[src/rtl/wishbone_arbiter_pkg.sv]
// Shared Wishbone bus types for the LC-3b memory arbiter.
package lc3b_types;

    typedef logic [11:0]  lc3b_wb_adr;
    typedef logic [15:0]  lc3b_wb_sel;
    typedef logic [127:0] lc3b_wb_dat;

    typedef enum logic [1:0] {
        arb_none = 2'd0,
        arb_inst = 2'd1,
        arb_data = 2'd2
    } lc3b_arb_owner;

endpackage

[src/rtl/wishbone_arbiter.sv]
// Two-master Wishbone arbiter (instruction/data) in front of one memory slave.
// Alternating priority on contention, one idle turnaround cycle between grants.
module wishbone_arbiter
    import lc3b_types::*;
(
    input  logic          clk,
    input  logic          rst,

    input  logic          imem_CYC,
    input  logic          imem_STB,
    input  logic          imem_WE,
    input  lc3b_wb_adr    imem_ADR,
    input  lc3b_wb_sel    imem_SEL,
    input  lc3b_wb_dat    imem_DAT_M,
    output logic          imem_ACK,
    output logic          imem_RTY,
    output lc3b_wb_dat    imem_DAT_S,

    input  logic          dmem_CYC,
    input  logic          dmem_STB,
    input  logic          dmem_WE,
    input  lc3b_wb_adr    dmem_ADR,
    input  lc3b_wb_sel    dmem_SEL,
    input  lc3b_wb_dat    dmem_DAT_M,
    output logic          dmem_ACK,
    output logic          dmem_RTY,
    output lc3b_wb_dat    dmem_DAT_S,

    output logic          mem_CYC,
    output logic          mem_STB,
    output logic          mem_WE,
    output lc3b_wb_adr    mem_ADR,
    output lc3b_wb_sel    mem_SEL,
    output lc3b_wb_dat    mem_DAT_M,
    input  logic          mem_ACK,
    input  logic          mem_RTY,
    input  lc3b_wb_dat    mem_DAT_S,

    output lc3b_arb_owner grant_owner
);

    localparam logic [1:0] s_idle = 2'd0;
    localparam logic [1:0] s_inst = 2'd1;
    localparam logic [1:0] s_data = 2'd2;

    logic [1:0]    state_q, state_d;
    lc3b_arb_owner last_grant_q, last_grant_d;

    logic inst_req, data_req;
    logic own_inst, own_data;

    assign inst_req = imem_CYC & imem_STB;
    assign data_req = dmem_CYC & dmem_STB;

    // An abort (owner drops CYC) wins over a same-cycle mem_ACK and leaves last_grant alone.
    always_comb begin
        state_d      = state_q;
        last_grant_d = last_grant_q;
        case (state_q)
            s_idle: begin
                if (inst_req && data_req)
                    state_d = (last_grant_q == arb_data) ? s_inst : s_data;
                else if (inst_req)
                    state_d = s_inst;
                else if (data_req)
                    state_d = s_data;
            end
            s_inst: begin
                if (!imem_CYC) begin
                    state_d = s_idle;
                end else if (mem_ACK) begin
                    state_d      = s_idle;
                    last_grant_d = arb_inst;
                end
            end
            s_data: begin
                if (!dmem_CYC) begin
                    state_d = s_idle;
                end else if (mem_ACK) begin
                    state_d      = s_idle;
                    last_grant_d = arb_data;
                end
            end
            default: state_d = s_idle;
        endcase
    end

    always_ff @(posedge clk) begin
        if (rst) begin
            state_q      <= s_idle;
            last_grant_q <= arb_inst;
        end else begin
            state_q      <= state_d;
            last_grant_q <= last_grant_d;
        end
    end

    // Reset also masks the outputs combinationally so nothing leaks during the reset cycle.
    assign own_inst = ~rst & (state_q == s_inst);
    assign own_data = ~rst & (state_q == s_data);

    always_comb begin
        mem_CYC   = 1'b0;
        mem_STB   = 1'b0;
        mem_WE    = 1'b0;
        mem_ADR   = '0;
        mem_SEL   = '0;
        mem_DAT_M = '0;
        if (own_inst) begin
            mem_CYC   = imem_CYC;
            mem_STB   = imem_STB;
            mem_WE    = imem_WE;
            mem_ADR   = imem_ADR;
            mem_SEL   = imem_SEL;
            mem_DAT_M = imem_DAT_M;
        end else if (own_data) begin
            mem_CYC   = dmem_CYC;
            mem_STB   = dmem_STB;
            mem_WE    = dmem_WE;
            mem_ADR   = dmem_ADR;
            mem_SEL   = dmem_SEL;
            mem_DAT_M = dmem_DAT_M;
        end
    end

    assign imem_ACK   = own_inst & imem_CYC & mem_ACK;
    assign imem_RTY   = own_inst ? (imem_CYC & mem_RTY) : (~rst & inst_req);
    assign imem_DAT_S = own_inst ? mem_DAT_S : '0;

    assign dmem_ACK   = own_data & dmem_CYC & mem_ACK;
    assign dmem_RTY   = own_data ? (dmem_CYC & mem_RTY) : (~rst & data_req);
    assign dmem_DAT_S = own_data ? mem_DAT_S : '0;

    assign grant_owner = rst ? arb_none : lc3b_arb_owner'(state_q);

endmodule

[config.mk]
export PLATFORM = sky130hd
export DESIGN_NAME = wishbone_arbiter
export DESIGN_NICKNAME = d
export VERILOG_FILES = /design/src/rtl/wishbone_arbiter_pkg.sv /design/src/rtl/wishbone_arbiter.sv
export SDC_FILE = /design/constraint.sdc
export NUM_CORES = 1
export LEC_CHECK = 0
export BUFFER_PORTS_ARGS = -buffer_cell sky130_fd_sc_hd__buf_2
export CORE_AREA = 2 2 336 338
export DETAILED_ROUTE_END_ITERATION = 10
export DIE_AREA = 0 0 338 340
export MAX_ROUTING_LAYER = met4
export PLACE_DENSITY = 0.3
export REMOVE_ABC_BUFFERS = 1
export SLEW_MARGIN = 20
export SYNTH_ARGS = -nofsm -noshare
export SYNTH_HDL_FRONTEND = slang
export SYNTH_SLANG_ARGS = --single-unit
[constraint.sdc]
create_clock -name clk -period 1.57 [get_ports clk]
set_input_delay 0 -clock clk [delete_from_list [all_inputs] [get_ports clk]]
set_output_delay 0 -clock clk [all_outputs]
set_load 0.005 [all_outputs]
==> impl_results.md, run 1 <==
* DRC viols at 0
* Die W at 338 um
* Worst-path cell chain: inv_4, nor3_4, buf_6, buf_12, buf_16, buf_12, a22o_1, buf_2
* Synth Register Bits at 4
* Switching Share at 44.4%
* IO Pins at 871
* Vias in the first global route at 8,205
* RSZ-0062 raised after global routing: true
* DP HPWL at 81.8 mm
* Die span in y at 340 um
* Clock power frac at 15.3%
* Violated checks: setup timing
* Total number of vias at 8,693
* GRT overflow at 0
* PD cells at 197 mW/mm2
* Setup CP Type: flop to primary output
* First-pass GRT wire length at 108 mm
* Crit. End Element: primary output
* Critical path buffers and inverters at 6
* Seq pwr share at 4.2%
* Mapped Cells at 518
* Core Box Area at 0.112 mm2
* CTS Buf Count at 3
* Total Power at 2.58 mW
* Critical path's largest stage delay at 0.37 ns
* Clock skew at 0.00173 ns
* Max rail drop VDD at 0.238 mV
* Run status: finished, violations left
* Synthesized cell area at 0.00362 mm2
* Area grow syn2layout at 262%
* Slew Viols, Final at 0
* Comb pwr share at 80.5%
* Critical Path AT at 1.81 ns
* Clock transition at path regs at 0.03 ns
* Fmax at 553 MHz
* TritonCTS clock tree: yes
* Htree depth at 1
* Max stage delay cell, worst path: dfxtp_4
* IO buf count at 870
* FF-to-FF path depth at 4
* Switching power of the nets at 1.15 mW
* Critical path required time at 1.57 ns
* Initial antenna violation count at 96
* Hold Vio Cnt, Final at 0
* Tcrit/Tclk final at 115%
* Max_cap viols at 0
* Vias per Instance at 2.93
* CP dominant cell by count: buf_12
* Die area at 0.115 mm2
* Post-synth top area cell: and2_1
* Crit. path cell count at 8
* Total Wirelength at 94.6 mm
* Initial core utilization at 3.24%
* Share of layout cells above drive strength 1 at 76.1%
* Row count at 123
* Syn avg cell area at 6.98 um2
* Post-DR wirelength/cell at 31.9 um
* Hold/Removal Path Class: input pin to flop
* Least-Margin Pin Slew at 0.302 ns
* Max-slew headroom at 79.9%
* Worst Setup Start Kind: flop
* Int Power at 1.43 mW
* Largest net degree at the start of global routing at 40
* Sink Count at 4
* Total GRT Usage at 15.4%
* Share of the synthesized area in the top cell type at 44.3%
* Final worst slack at -0.239 ns
* DR pass1 iterations at 5
* Min Tclk post-route at 1.81 ns
* Drt first-iter violations at 554
* Hold path cells at 3
* Clock root buffer master: clkbuf_16
* Worst hold margin at 0.113 ns
* Final Core Density at 11.7%
* Warnings, synthesis at 0
* Routability cong. at 0.949
* Setup violators final at 410
* Cell variety after synth at 26
* Commonest non-fill, non-tap cell in the layout: buf_2
* Clock Tree Buf Depth at 2
* Crit path max fanout at 8
* Synth top area cells: and2_1 44%, a22o_1 38%, buf_2 3.2%
* Worst-skew pair later-pin latency at 0.22 ns
* Fin nets at 1,881
* Leakage power at 6.75 nW
* Seq/Total Area, Yosys at 2.21%
* ANT nets after route at 0
* Commonest non-fill, non-tap cells in the layout: 691 x buf_2, 185 x and2_1, 167 x buf_6
* CP delay by family, top: buffers and inverters
## what timing repair did
action                                  CTS  global route
endpoints found under the hold margin     0             0
gates cloned                             11            21
endpoints found under the setup margin  413           411
buffers inserted                         12             7
gates resized for setup                 210           255
pin swaps                                13            71
hold buffers                              0             0
## layer usage
layer / share of wire, % / track usage (%)
met1: 44 / 20.2
met2: 44 / 23.2
met3: 11 / 5.98
met4: 0.84 / 0.880
met5: 0 / -
## synthesized netlist by cell type, drive strengths merged
| library cell | instances |
|---|---|
| nand4b | 3 |
| o2111ai | 1 |
| nand3b | 1 |
| a21oi | 4 |
| nor3 | 2 |
| mux2i | 1 |
| or2 | 1 |
| inv | 1 |
| a221oi | 1 |
| nand2b | 1 |
| buf | 35 |
| a31oi | 1 |
| and2 | 256 |
| dfxtp | 4 |
| a22o | 158 |
| o21ai | 1 |
| nor2 | 5 |
| a22oi | 1 |
| nor3b | 1 |
| nor2b | 6 |
| clkbuf | 30 |
| nand2 | 4 |
## final timing paths
kind,end,start,slack (ns)
worst min register to register,last_grant_q[1],last_grant_q[1],0.47
worst min-delay path,state_q[1],dmem_CYC,0.11
worst max register to register,state_q[0],state_q[1],0.26
worst max-delay path,mem_DAT_M[39],state_q[1],-0.24
## state kept, by name (all words and copies together), names as in the netlist
signal        count
last_grant_q      2
state_q           2
## worst register-to-register path: stages (launching register included)
cell,delay (ns)
dfxtp_4,0.35
buf_4,0.15
nand3b_1,0.16
or2_2,0.29
a221oi_1,0.25
## metrics by stage
stage	cell area (um2)	cells	setup WS [ns]	setup TNS [ns]
after CTS	11400	2903	-0.262	-64.98
after global placement	10100	2878	-0.371	-17.30
after global routing	13100	2961	-0.308	-85.53
after detailed placement	10100	2878	-0.370	-14.33
final	13100	2966	-0.239	-51.14
after floorplan	3280	453	-7.54	-2591.77
## power by group through the flow
stage                     Combinational [mW]  Clock (mW)  Sequential [mW]
after floorplan                        0.314           0            0.111
after global placement                  1.74           0            0.110
after detailed placement                1.70           0            0.110
after CTS                               1.93       0.404            0.108
after global routing                    2.19       0.415            0.109
final                                   2.08       0.395            0.108
## cells by family after synthesis
group                  after synthesis  synth area share, %
flip-flops                           4                 2.21
AND/OR/NAND/NOR                    280                 48.4
buffers and inverters               66                 9.30
multiplexers                         1                0.277
AO/OA/AOI/OAI                      167                 39.8
## area by class of cell
cell class | instances | area, um2
clock buffers | 3 | 75.1
flip-flops and latches | 4 | 87.6
fillers | 13100 | 98500
inverters | 1 | 6.26
diodes | 37 | 92.6
well taps | 1500 | 1880
multi-input cells | 448 | 3680
repair buffers | 973 | 7260
(Power assumes the default switching activity.)
==> inputs of run 2 (changes only) <==
- PLACE_DENSITY: 0.3 -> default
==> impl_results.md, run 2 (synthesized netlist as in run 1, its figures left out) <==
* Crit path max fanout at 9 (+1)
* First-pass GRT wire length at 112 mm (+4.4%)
* PD cells at 194 mW/mm2 (-1.8%)
* Sink Count at 4 (unchanged)
* Fin nets at 1,905 (+1.3%)
* Total negative slack at -75.99 ns (-24.85 ns)
* Die area at 0.115 mm2 (unchanged)
* Commonest non-fill, non-tap cell in the layout: buf_2
* Critical path required time at 1.57 ns (about the same)
* Run status: finished, violations left
* IO buf count at 870 (unchanged)
* Die W at 338 um (unchanged)
* Share of layout cells above drive strength 1 at 81.4% (+5.4 points)
* DRC viols at 0 (unchanged)
* Slew Viols, Final at 0 (unchanged)
* Core Box Area at 0.112 mm2 (unchanged)
* Initial core utilization at 3.24% (unchanged)
* Min Tclk post-route at 1.85 ns (+0.0416 ns)
* Worst-skew pair later-pin latency at 0.22 ns (about the same)
* Routability cong. at 1.02 (+7.7%)
* Critical Path AT at 1.85 ns (+0.04 ns)
* RSZ-0062 raised after global routing: true
* Largest net degree at the start of global routing at 50 (+25%)
* Clock transition at path regs at 0.03 ns (about the same)
* Max rail drop VDD at 0.689 mV (+190%)
* IO Pins at 871 (unchanged)
* Crit. End Element: primary output
* Place WS at -0.186 ns (+0.184 ns)
* Biggest regs: last_grant_q (2), state_q (2)
* Area grow syn2layout at 302%
* Clock Tree Buf Depth at 2 (unchanged)
* DR pass1 iterations at 5 (unchanged)
* Total Wirelength at 106 mm (+12%)
* Final worst slack at -0.281 ns (-0.0416 ns)
* Total number of vias at 8,927 (+2.7%)
* Commonest non-fill, non-tap cells in the layout: 607 x buf_2, 226 x buf_6, 153 x and2_4
* Hold Vio Cnt, Final at 0 (unchanged)
* Die span in y at 340 um (unchanged)
* Area of the multi-input gates at 0.00380 mm2 (+3.2%)
* Clock skew at 0.000460 ns (-0.00127 ns)
* Vias in the first global route at 7,868 (-4.1%)
* DP HPWL at 86.7 mm (+6.0%)
* Max_cap viols at 0 (unchanged)
* Least-Margin Pin Slew at 0.292 ns (-0.00985 ns)
* Setup CP Type: flop to primary output
* Vias per Instance at 2.97 (+1.5%)
* ANT nets after route at 0 (unchanged)
* Total GRT Usage at 16.5% (+1.1 points)
* Hold/Removal Path Class: input pin to flop
* TritonCTS clock tree: yes
* Setup violators final at 412 (+0.49%)
* Initial antenna violation count at 92 (-4.2%)
* Clock root buffer master: clkbuf_16
* Max-slew headroom at 80.5% (+0.66 points)
* Drt first-iter violations at 485 (-12%)
* Row count at 123 (unchanged)
* Htree depth at 1 (unchanged)
* Seq. cell area at 85.1 um2 (-2.9%)
* GRT overflow at 0 (unchanged)
* Tcrit/Tclk final at 118% (+2.6 points)
* CTS Buf Count at 3 (unchanged)
* Leakage power at 7.15 nW (+5.9%)
* Post-DR wirelength/cell at 35.3 um (+11%)
* Fillcell total at 12,800 (-2.0%)
* Violated checks: setup timing
* Fmax at 540 MHz (-2.2%)
* Worst Setup Start Kind: flop
## run 2: cell types whose count changed in the layout (fill, tap and decap cells not counted), moves of 10 or more
cell	before	now
diode_2	37	49
a22o_4	33	23
a22o_1	125	135
buf_2	691	607
clkbuf_16	20	31
buf_12	17	52
buf_6	167	226
and2_4	71	153
and2_1	185	103
## run 2: repair_timing
item | in CTS | in global routing
endpoints found under the hold margin | 0 | 0
endpoints found under the setup margin | 392 | 414
gates cloned | 21 | 37
setup buffers | 19 | 16
gates resized for setup | 287 | 375
pin swaps | 22 | 104
hold buffers | 0 | 0
## run 2: power by group
| group | internal (mW) | switching, mW |
|---|---|---|
| clock | 0.325 | 0.0685 |
| sequential | 0.105 | 0.00399 |
| combinational | 1.16 | 1.15 |
## run 2: area by class of cell
cell class | count | share of cell area, %
antenna | 49 | 0.843
inverter | 1 | 0.0430
sequential | 4 | 0.585
clock buffer | 3 | 0.516
timing repair buffer | 997 | 59.0
multi-input combinational | 448 | 26.1
tap | 1500 | 12.9
## run 2: path summary, 6_finish.rpt
check        slack, ns  depth (start not counted)              end            start
min reg2reg       0.47                          2  last_grant_q[1]  last_grant_q[1]
max              -0.28                          8    mem_DAT_M[38]       state_q[0]
max reg2reg       0.20                          5       state_q[0]       state_q[0]
min               0.13                          3       state_q[1]         dmem_CYC
## run 2: metrics by stage
stage	cell area, um2	total power [mW]	cells	util, %	hold slack, ns
floorplan	3280	0.426	453	-	0.0269
global placement	10400	1.82	2867	9.28	0.276
detailed placement	10400	1.83	2867	9.28	0.281
CTS	12200	2.55	2910	11.0	0.112
global route	14500	2.96	2991	13.0	0.142
finish	14500	2.82	3002	13.0	0.134
## run 2: layer usage
metal | global-route usage [%] | routed length (um) | vias to the layer above
met2 | 23.1 | 43200 | 762
met3 | 11.3 | 17300 | 82
met4 | 0.759 | 895 | 0
met5 | - | 0 | -
li1 | - | - | 3809
met1 | 20.2 | 44500 | 4274
## run 2: critical path: stages, from the launching register on
cell	delay, ns
dfxtp_2	0.32
buf_6	0.12
nor3_4	0.18
buf_12	0.23
buf_16	0.20
buf_12	0.12
clkbuf_16	0.15
a22o_1	0.15
buf_2	0.11
